`config.mk`:
```
export PLATFORM = sky130hd
export DESIGN_NAME = mult_share_arbiter
export DESIGN_NICKNAME = d
export VERILOG_FILES = /design/src/rtl/mult_share_arbiter.sv
export SDC_FILE = /design/constraint.sdc
export NUM_CORES = 1
export LEC_CHECK = 0
export BUFFER_PORTS_ARGS = -buffer_cell sky130_fd_sc_hd__buf_4
export CORE_UTILIZATION = 50
export DETAILED_ROUTE_END_ITERATION = 16
export PLACE_DENSITY = 0.78
export SLEW_MARGIN = 20
export SYNTH_ARGS = -nofsm -noshare
export SYNTH_HDL_FRONTEND = slang
export SYNTH_SLANG_ARGS = --single-unit
export TNS_END_PERCENT = 100
```
`constraint.sdc`:
```
create_clock -name clk -period 1.9 [get_ports clk]
set_clock_uncertainty 0.2 [all_clocks]
set_input_delay 0.38 -clock clk [delete_from_list [all_inputs] [get_ports clk]]
set_output_delay 0.38 -clock clk [all_outputs]
set_load 0.02 [all_outputs]
```
`src/rtl/mult_share_arbiter.sv`:
```
// Two-requester round-robin front end around one iterative shift-add multiplier.
// Each operation takes WIDTH+2 cycles from grant to the next possible grant.
module mult_share_arbiter #(
    parameter int unsigned WIDTH = 4
) (
    input  logic               clk,
    input  logic               reset,
    input  logic               i_req_0,
    input  logic [WIDTH-1:0]   i_a_0,
    input  logic [WIDTH-1:0]   i_b_0,
    input  logic               i_req_1,
    input  logic [WIDTH-1:0]   i_a_1,
    input  logic [WIDTH-1:0]   i_b_1,
    output logic               o_gnt_0,
    output logic               o_gnt_1,
    output logic               o_done_0,
    output logic               o_done_1,
    output logic [2*WIDTH-1:0] o_product,
    output logic               o_owner,
    output logic               o_busy
);

    localparam int unsigned PW = 2 * WIDTH;
    localparam int unsigned CW = $clog2(WIDTH);
    localparam logic [CW-1:0] LAST_ITER = CW'(WIDTH - 1);

    typedef enum logic [1:0] {
        IDLE = 2'd0,
        CALC = 2'd1,
        DONE = 2'd2
    } state_t;

    state_t          state_q, state_d;
    logic            last_q, last_d;
    logic            sel_q, sel_d;
    logic [PW-1:0]   acc_q, acc_d;
    logic [PW-1:0]   mcand_q, mcand_d;
    logic [WIDTH-1:0] mplier_q, mplier_d;
    logic [CW-1:0]   cnt_q, cnt_d;
    logic [PW-1:0]   product_q, product_d;
    logic            owner_q, owner_d;
    logic            gnt0_q, gnt0_d;
    logic            gnt1_q, gnt1_d;
    logic            done0_q, done0_d;
    logic            done1_q, done1_d;
    logic            busy_q, busy_d;
    logic            win_c;

    // State register
    always_ff @(posedge clk) begin
        if (reset) begin
            state_q   <= IDLE;
            last_q    <= 1'b1;
            sel_q     <= 1'b0;
            acc_q     <= '0;
            mcand_q   <= '0;
            mplier_q  <= '0;
            cnt_q     <= '0;
            product_q <= '0;
            owner_q   <= 1'b0;
            gnt0_q    <= 1'b0;
            gnt1_q    <= 1'b0;
            done0_q   <= 1'b0;
            done1_q   <= 1'b0;
            busy_q    <= 1'b0;
        end else begin
            state_q   <= state_d;
            last_q    <= last_d;
            sel_q     <= sel_d;
            acc_q     <= acc_d;
            mcand_q   <= mcand_d;
            mplier_q  <= mplier_d;
            cnt_q     <= cnt_d;
            product_q <= product_d;
            owner_q   <= owner_d;
            gnt0_q    <= gnt0_d;
            gnt1_q    <= gnt1_d;
            done0_q   <= done0_d;
            done1_q   <= done1_d;
            busy_q    <= busy_d;
        end
    end

    // Arbitration, operand capture and shift-add iteration
    always_comb begin
        state_d   = state_q;
        last_d    = last_q;
        sel_d     = sel_q;
        acc_d     = acc_q;
        mcand_d   = mcand_q;
        mplier_d  = mplier_q;
        cnt_d     = cnt_q;
        product_d = product_q;
        owner_d   = owner_q;
        gnt0_d    = 1'b0;
        gnt1_d    = 1'b0;
        done0_d   = 1'b0;
        done1_d   = 1'b0;
        win_c     = 1'b0;

        case (state_q)
            IDLE: begin
                if (i_req_0 || i_req_1) begin
                    // On a tie the requester not served last wins
                    win_c    = (i_req_0 && i_req_1) ? ~last_q : i_req_1;
                    mcand_d  = win_c ? PW'(i_a_1) : PW'(i_a_0);
                    mplier_d = win_c ? i_b_1 : i_b_0;
                    acc_d    = '0;
                    cnt_d    = '0;
                    sel_d    = win_c;
                    last_d   = win_c;
                    gnt0_d   = ~win_c;
                    gnt1_d   = win_c;
                    state_d  = CALC;
                end
            end
            CALC: begin
                acc_d    = acc_q + (mplier_q[0] ? mcand_q : '0);
                mcand_d  = mcand_q << 1;
                mplier_d = mplier_q >> 1;
                cnt_d    = cnt_q + 1'b1;
                if (cnt_q == LAST_ITER) begin
                    product_d = acc_d;
                    owner_d   = sel_q;
                    done0_d   = ~sel_q;
                    done1_d   = sel_q;
                    state_d   = DONE;
                end
            end
            DONE: begin
                state_d = IDLE;
            end
            default: begin
                state_d = IDLE;
            end
        endcase

        busy_d = (state_d != IDLE);
    end

    assign o_gnt_0   = gnt0_q;
    assign o_gnt_1   = gnt1_q;
    assign o_done_0  = done0_q;
    assign o_done_1  = done1_q;
    assign o_product = product_q;
    assign o_owner   = owner_q;
    assign o_busy    = busy_q;

endmodule

```
Word level (Yosys, flattened, before mapping)
Index checks and enable logic that the tools add are counted.
- bits in registers: 40
- input port bits: 20
- output and inout port bits: 14
- word-level logic and storage cells: 51
- add/sub/neg operators: 2
- equal/unequal tests: 3
- mux-type cells: 15
- bitwise gates (word level): 7
- reduce and logical (&&, ||, !) cells: 10
- operators with widths (kind ; number):
    $pmux W8 S2 ; 2
    $mux W8 ; 3
    $mux W4 ; 3
    $add A8 B8 Y8 ; 1
    $pmux W2 S2 ; 2
    $pmux W4 S2 ; 1
    $not A1 Y1 ; 7
    $mux W2 ; 3
    $reduce_and A2 Y1 ; 3
    $reduce_or A3 Y1 ; 2
    $reduce_bool A2 Y1 ; 2
    $add A2 B1 Y2 const B ; 1
    $eq A2 B1 Y1 const B ; 1
    $eq A2 B2 Y1 const B ; 1
    $logic_not A2 Y1 ; 1
    $ne A2 B2 Y1 const B ; 1
    $logic_and A1 B1 Y1 ; 1
    $logic_or A1 B1 Y1 ; 1
    $mux W1 ; 1

Depth between registers and ports, before layout
Gate-level depths: netlist of the first run.
- word-level depth: 5
- depth in mapped cells: 8
- mapped depth without buffers: 8

Worst setup path before layout of the first run
Ideal clock, no wire load.
- kind: flip-flop to flip-flop
- from: register mplier_q[0]
- to: register acc_q[6]
- library setup time: 0.130 ns
- arrival: 1.736 ns
- required time: 1.570 ns
- path slack: -0.166 ns
- cell stages (with the launch flop): 9
- buffers on the path: 0
- period minus slack after synthesis: 2.066 ns
- path through: dfxtp_1 > and2_1 > ha_1 > inv_1 > fa_1 > nor2b_1 > o31ai_1 > a211oi_1 > o31ai_1
- word-level cells in the longest chain between the ends: 3
- RTL lines (what ; RTL line ; source):
    start, declared ; 38 ; logic [WIDTH-1:0] mplier_q, mplier_d;
    start signal, assigned ; 72 ; mplier_q <= mplier_d;
    $mux W8 ; 118 ; acc_d = acc_q + (mplier_q[0] ? mcand_q : '0);
    $add A8 B8 Y8 ; 118 ;
    $pmux W8 S2 ; 101 ; case (state_q)
    end signal, assigned ; 55 ; acc_q <= '0;
    end signal, assigned ; 70 ; acc_q <= acc_d;
    end, declared ; 36 ; logic [PW-1:0] acc_q, acc_d;
No other way between the ends.
A chain may end at the register's enable or synchronous reset.

Worst setup path after layout of the first run
- from: register mplier_q[0]
- to: register product_q[7] (netlist: o_product[7])
- word-level cells in the longest chain between the ends: 2
- RTL lines (what ; RTL line ; source):
    $mux W8 ; 118 ;
    $add A8 B8 Y8 ; 118 ;
    end signal, assigned ; 74 ; product_q <= product_d;
    end, declared ; 40 ; logic [PW-1:0] product_q, product_d;
No other way between the ends.

==> out/results.ini, run 1 <==
[run_status]
status = complete, but fails checks
violations = setup timing

[critical_path]
worstPathCellList = nand2_1 > inv_1 > ha_1 > nand3_1 > a211oi_2 > or3_1 > a311oi_1
cp_max_fo = 8
critPathSlowestCell = dfxtp_4
crit_path_end_kind = flip-flop
cp.required_ns = 1.91
critPathKind = reg2reg
critPathMaxStageDelay_ns = 0.37
arrival_ns = 1.98
path_buf_inv = 1
cp-start-kind = flip-flop
crit_family = simple AND/OR/NAND/NOR gates

[timing]
period_needed_ns = 1.97
slew_headroom = 0.747
grt_setup_unrepaired = true
setup_viol_count_final = 5
worstMarginPinSlew_ns = 0.380
finalCritPeriodShare = 1.04
hold_violations = 0
drv_slew = 0
max_freq_mhz = 508
fin_hold_ws_ns = 0.176
fin_ws_ns = -0.0689

[pwr]
vdd_drop_max_uv = 531
total_power_uw = 1810
power.density_nw_per_um2 = 688
leakagePower_uw = 0.00107

[clock_tree]
clk_pin_slew_ns = 0.08
cts_tree = done
cts.path.max_buffers = 2
clock-sinks = 40
clkLatencyLatePin_ns = 0.30
cts_htree_levels = 2
ctsHoldBuffers = 0
cts_made_buffers = 5
clockRootBuffer = clkbuf_8

[placement]
place.gp.congestion = 0.850
port_buffers = 33
dp_cells = 326
detailed_place_hpwl_um = 3230
placed_area_sq_um = 2440

[logic_synthesis]
synth.area.top_cells = dfxtp_1 (41%), a21oi_1 (6.9%), nand2_1 (6.0%)
synth_top_area_share = 0.412
avgSynthCellArea_sq_um = 8.49
ys.warnings.count = 0
synth_nets = 258
synth.most_common_cell = dfxtp_1
synthArstFlopShare = 0
synth_cells = 229
synth_flop_cell = dfxtp_1
ys_seq_area_frac = 0.412
synth_cell_type_count = 45
ys_ff_latch = 40
syn_area_sq_um = 1940
synth_area_leader_cell = dfxtp_1
synth_edf_count = 0
synth_commonest_cells = dfxtp_1 (40), nand2_1 (31), a21oi_1 (27)

[cells_and_area]
final_util = 0.713
n_antenna_cell = 0
fin_cells = 335
final_nets = 315
area_delta_synth_final_pct = 35.3
nFillCells = 295
fin_area_sq_um = 2630
drive_above_1_share = 0.334
seq_area_sq_um = 805
multi_input_area_sq_um = 1160

[drt]
dr.pass1.iters = 4
wire_per_inst_um = 13.7
ant_nets = 0
wl_met3_um = 216
vias = 1862
wirelength_um = 4580
wl_met2_um = 2240
highest_layer = met4
initialDrtViolationCount = 52
drc = 0
drt-met1-wl_um = 2050
viasPerCell = 5.56

[die]
core_area_sq_um = 3690
die_height_um = 64.4
die_area_sq_um = 4140
die-width_um = 64.4
ios = 34
start_util = 0.527
core.rowCount = 22

[global_routing]
grt_pass1_vias = 1678
track_usage = 0.237
grt_pass1_wl_um = 7650
grt_max_degree = 25
antenna_found_initial = 0
grt_overflow = 0

[hold_path]
hold_path.class = in2reg

[job]
drv_cap = 0

## routing by layer
| metal | vias up | track usage |
|---|---|---|
| li1 | 927 | - |
| met2 | 48 | 0.392 |
| met3 | 10 | 0.0554 |
| met5 | - | 0 |
| met1 | 877 | 0.303 |
| met4 | 0 | 0.0750 |
## per-stage QoR
| step | setup WS [ns] | setup TNS [ns] |
|---|---|---|
| after floorplan | -0.00322 | -0.00643 |
| after global placement | -0.0473 | -0.143 |
| after detailed placement | -0.0868 | -0.372 |
| after CTS | -0.0537 | -0.253 |
| after global routing | -0.192 | -1.05 |
| final | -0.0689 | -0.160 |
## worst register-to-register path, stage by stage (launching register included)
cell      delay (ns)
dfxtp_4         0.37
nand2_1         0.08
inv_1           0.05
ha_1            0.27
nand3_1         0.18
a211oi_2        0.12
or3_1           0.37
a311oi_1        0.25
## kinds of logic (layout without fill, tap and decap cells)
| group | count (synthesis) | after routing | share of synthesized area |
|---|---|---|---|
| flops | 40 | 40 | 0.412 |
| buf+inv | 19 | 77 | 0.0405 |
| xor+xnor | 2 | 2 | 0.00901 |
| mux | 8 | 8 | 0.0463 |
| simple gates | 92 | 92 | 0.230 |
| fa+ha+maj | 9 | 9 | 0.0618 |
| compound gates | 59 | 59 | 0.201 |
## what timing repair did
action | 4_1_cts | 5_1_grt
endpoints found under the hold margin | 0 | 0
pin swaps | 2 | 4
setup endpoints to repair | 9 | 12
resized for setup | 8 | 4
setup buffers | 1 | 0
## cells in the final DEF (no fill, tap or decap), drive strengths merged, types with 2 or more instances in the layout
master	netlist	layout
mux2	8	8
buf	7	63
nor2	13	13
a22oi	6	6
or3	4	4
nand2	31	31
o31ai	4	4
inv	6	6
nand3	15	15
nor2b	2	2
a211oi	3	3
o21a	3	3
a21boi	2	2
nor3	6	6
and2	8	8
ha	8	8
nand2b	2	2
o211ai	3	3
nand4	3	3
clkbuf	6	6
dfxtp	40	40
o21ai	3	3
a21oi	28	28
## area by class of cell
cell class	instances	share of cell area
inverters	6	0.00856
well taps	48	0.0228
repair buffers	63	0.180
flip-flops and latches	40	0.306
multi-input cells	170	0.442
clock buffers	6	0.0276
clock inverters	2	0.0133
## where the power goes
group          internal (uW)  switching (uW)  total (uW)
Combinational            116             120         236
Sequential               866            19.7         886
Clock                    390             299         689
Total                   1370             439        1810
## state kept, by name (all words and copies together), names as in the netlist
register	flops
o_gnt_0	1
sel_q	1
o_done_0	1
o_busy	1
o_gnt_1	1
mcand_q	8
cnt_q	2
o_product	8
o_done_1	1
acc_q	8
last_q	1
state_q	2
o_owner	1
mplier_q	4
## worst paths after layout
kind	from	to	slack (ns)	depth (start not counted)
worst min register to register	o_product[0]$_SDFFE_PP0P_	o_product[0]$_SDFFE_PP0P_	0.26	2
worst max register to register	mplier_q[0]$_SDFFE_PP0P_	o_product[7]$_SDFFE_PP0P_	-0.07	7
worst max-delay path	mplier_q[0]$_SDFFE_PP0P_	o_product[7]$_SDFFE_PP0P_	-0.07	7
worst min-delay path	reset	o_product[4]$_SDFFE_PP0P_	0.18	2
No activity file was read; power rests on OpenSTA's default activity.
==> run 2: changes to the inputs <==
- BUFFER_PORTS_ARGS: -buffer_cell sky130_fd_sc_hd__buf_4 -> -buffer_cell sky130_fd_sc_hd__buf_2
==> out/results.ini, run 2 (synthesis results as in run 1) <==
[critical_path]
critPathMaxStageDelay_ns = 0.40  ; was 0.37 ns
cp.required_ns = 1.91  ; about the same
worstPathCellList = nand2_1 > inv_1 > ha_1 > a21oi_4 > a211oi_2 > or3_1 > a311oi_2  ; was nand2_1 > inv_1 > ha_1 > nand3_1 > a211oi_2 > or3_1 > a311oi_1
r2r_start = mplier_q[0]$_SDFFE_PP0P_  ; unchanged
cp-startpoint = mplier_q[0]$_SDFFE_PP0P_  ; unchanged
cp_max_fo = 8  ; unchanged
cp-start-kind = flip-flop  ; unchanged
critPathKind = reg2reg  ; unchanged
crit_path_end_kind = flip-flop  ; unchanged
rr_worst_depth = 7  ; unchanged
critPathSlowestCell = or3_1  ; was dfxtp_4
r2r-end = o_product[7]$_SDFFE_PP0P_  ; unchanged
arrival_ns = 1.99  ; was 1.98 ns
r2r_slack_ns = -0.09  ; was -0.07 ns

[timing]
finalCritPeriodShare = 1.05  ; was 1.04
max_freq_mhz = 504  ; was 508 MHz
fin_ws_ns = -0.0860  ; was -0.0689 ns
setup_viol_count_final = 5  ; unchanged
drv_slew = 0  ; unchanged
grt_setup_unrepaired = true  ; unchanged
period_needed_ns = 1.99  ; was 1.97 ns
fin_hold_ws_ns = 0.247  ; was 0.176 ns
slew_headroom = 0.725  ; was 0.747
hold_violations = 0  ; unchanged
worstMarginPinSlew_ns = 0.412  ; was 0.380 ns

[die]
start_util = 0.527  ; unchanged
die_height_um = 64.4  ; unchanged
die-width_um = 64.4  ; unchanged
die_area_sq_um = 4140  ; unchanged
core_area_sq_um = 3690  ; unchanged
core.rowCount = 22  ; unchanged
ios = 34  ; unchanged

[global_routing]
antenna_found_initial = 0  ; unchanged
grt_overflow = 0  ; unchanged
grt_pass1_vias = 1745  ; was 1678
track_usage = 0.248  ; was 0.237
grt_pass1_wl_um = 7910  ; was 7650 um
grt_max_degree = 29  ; was 25

[run_status]
status = complete, but fails checks  ; unchanged
violations = setup timing  ; unchanged

[drt]
initialDrtViolationCount = 102  ; was 52
vias = 1872  ; was 1862
dr.pass1.iters = 4  ; unchanged
ant_nets = 0  ; unchanged
drc = 0  ; unchanged
viasPerCell = 5.57  ; was 5.56
wire_per_inst_um = 14.5  ; was 13.7 um
wirelength_um = 4880  ; was 4580 um

[placement]
place.gp.congestion = 0.850  ; about the same
port_buffers = 33  ; unchanged
detailed_place_hpwl_um = 3290  ; was 3230 um
placed_area_sq_um = 2360  ; was 2440 sq um
pre_cts_ws_ns = -0.120  ; was -0.0868 ns
dp_cells = 326  ; unchanged

[cells_and_area]
fin_area_sq_um = 2610  ; was 2630 sq um
area_delta_synth_final_pct = 34.4  ; was 35.3%
layout_commonest_cell = dfxtp_1  ; was buf_4
drive_above_1_share = 0.361  ; was 0.334
n_antenna_cell = 0  ; unchanged
final_cell_mix = dfxtp_1 (39), buf_2 (33), buf_4 (31)  ; was buf_4 (63), dfxtp_1 (39), nand2_1 (31)
fin_cells = 336  ; was 335
final_nets = 316  ; was 315

[clock_tree]
ctsHoldBuffers = 0  ; unchanged
clkLatencyLatePin_ns = 0.29  ; was 0.30 ns
cts_htree_levels = 2  ; unchanged
clk_pin_slew_ns = 0.08  ; about the same
clockRootBuffer = clkbuf_8  ; unchanged
clock-sinks = 40  ; unchanged
cts.path.max_buffers = 2  ; unchanged
cts_made_buffers = 5  ; unchanged
cts_tree = done  ; unchanged

[pwr]
power.density_nw_per_um2 = 694  ; was 688 nW/um^2
leakagePower_uw = 0.00106  ; was 0.00107 uW
vdd_drop_max_uv = 586  ; was 531 uV

[hold_path]
hold_path.class = in2reg  ; unchanged
min_to = o_product[4]$_SDFFE_PP0P_  ; unchanged
worst_hold_path.num_cells = 3  ; was 2
hp-start = reset  ; unchanged

[job]
drv_cap = 0  ; unchanged

==> run 2: cell types whose count changed in the layout (fill, tap and decap cells not counted), sizes merged <==
| cell | before | now |
|---|---|---|
| clkbuf | 6 | 5 |
| buf | 63 | 64 |
| clkinvlp | 0 | 1 |
==> run 2: what timing repair did <==
action	in CTS	in global routing
pin swaps	5	3
resized for setup	14	9
buffers inserted	1	1
setup endpoints to repair	7	10
==> run 2: final cells by class <==
cell class / count / area (sq um)
Multi-Input combinational cell: 170 / 1220
Fill cell: 277 / 1080
Sequential cell: 40 / 805
Timing Repair Buffer: 64 / 398
Clock buffer: 5 / 68.8
Tap cell: 48 / 60.1
Clock inverter: 3 / 42.5
Inverter: 6 / 22.5
==> run 2: per-layer routing <==
metal / track usage / wire length (um) / vias to the layer above
met5: 0 / 0 / -
met4: 0.114 / 96 / 0
met3: 0.0464 / 194 / 10
met2: 0.396 / 2360 / 60
met1: 0.320 / 2240 / 873
li1: - / - / 929
==> run 2: worst max-delay path, delay by kind of cell (launching register included) <==
family,cells,cell delay (ns)
compound gates,3,0.57
simple gates,2,0.50
flops,1,0.37
fa+ha+maj,1,0.21
buf+inv,1,0.06
==> run 2: metrics by stage <==
stage | total power [uW] | TNS [ns] | utilization
after floorplan | 1030 | -0.00643 | -
after global placement | 1120 | -0.192 | 0.640
after detailed placement | 1120 | -0.478 | 0.640
after CTS | 1810 | -0.0920 | 0.696
after global routing | 1880 | -0.760 | 0.708
final | 1810 | -0.222 | 0.708
==> run 2: how the worst max path moves through the flow <==
stage	end	slack [ns]	cells past startpoint
3_5_place_dp	acc_q[6]$_SDFFE_PP0P_	-0.12	8
3_3_place_gp	acc_q[6]$_SDFFE_PP0P_	-0.06	8
4_1_cts	acc_q[6]$_SDFFE_PP0P_	-0.03	8
5_1_grt	o_product[7]$_SDFFE_PP0P_	-0.16	7
6_report	o_product[7]$_SDFFE_PP0P_	-0.09	7
2_1_floorplan	acc_q[6]$_SDFFE_PP0P_	-0.003	8
==> run 2: power breakdown <==
group	switching [uW]	total, uW	leakage (uW)	internal [uW]
Sequential	19.2	885	0.000326	866
Combinational	125	231	0.000680	105
Clock	307	696	0.0000541	389
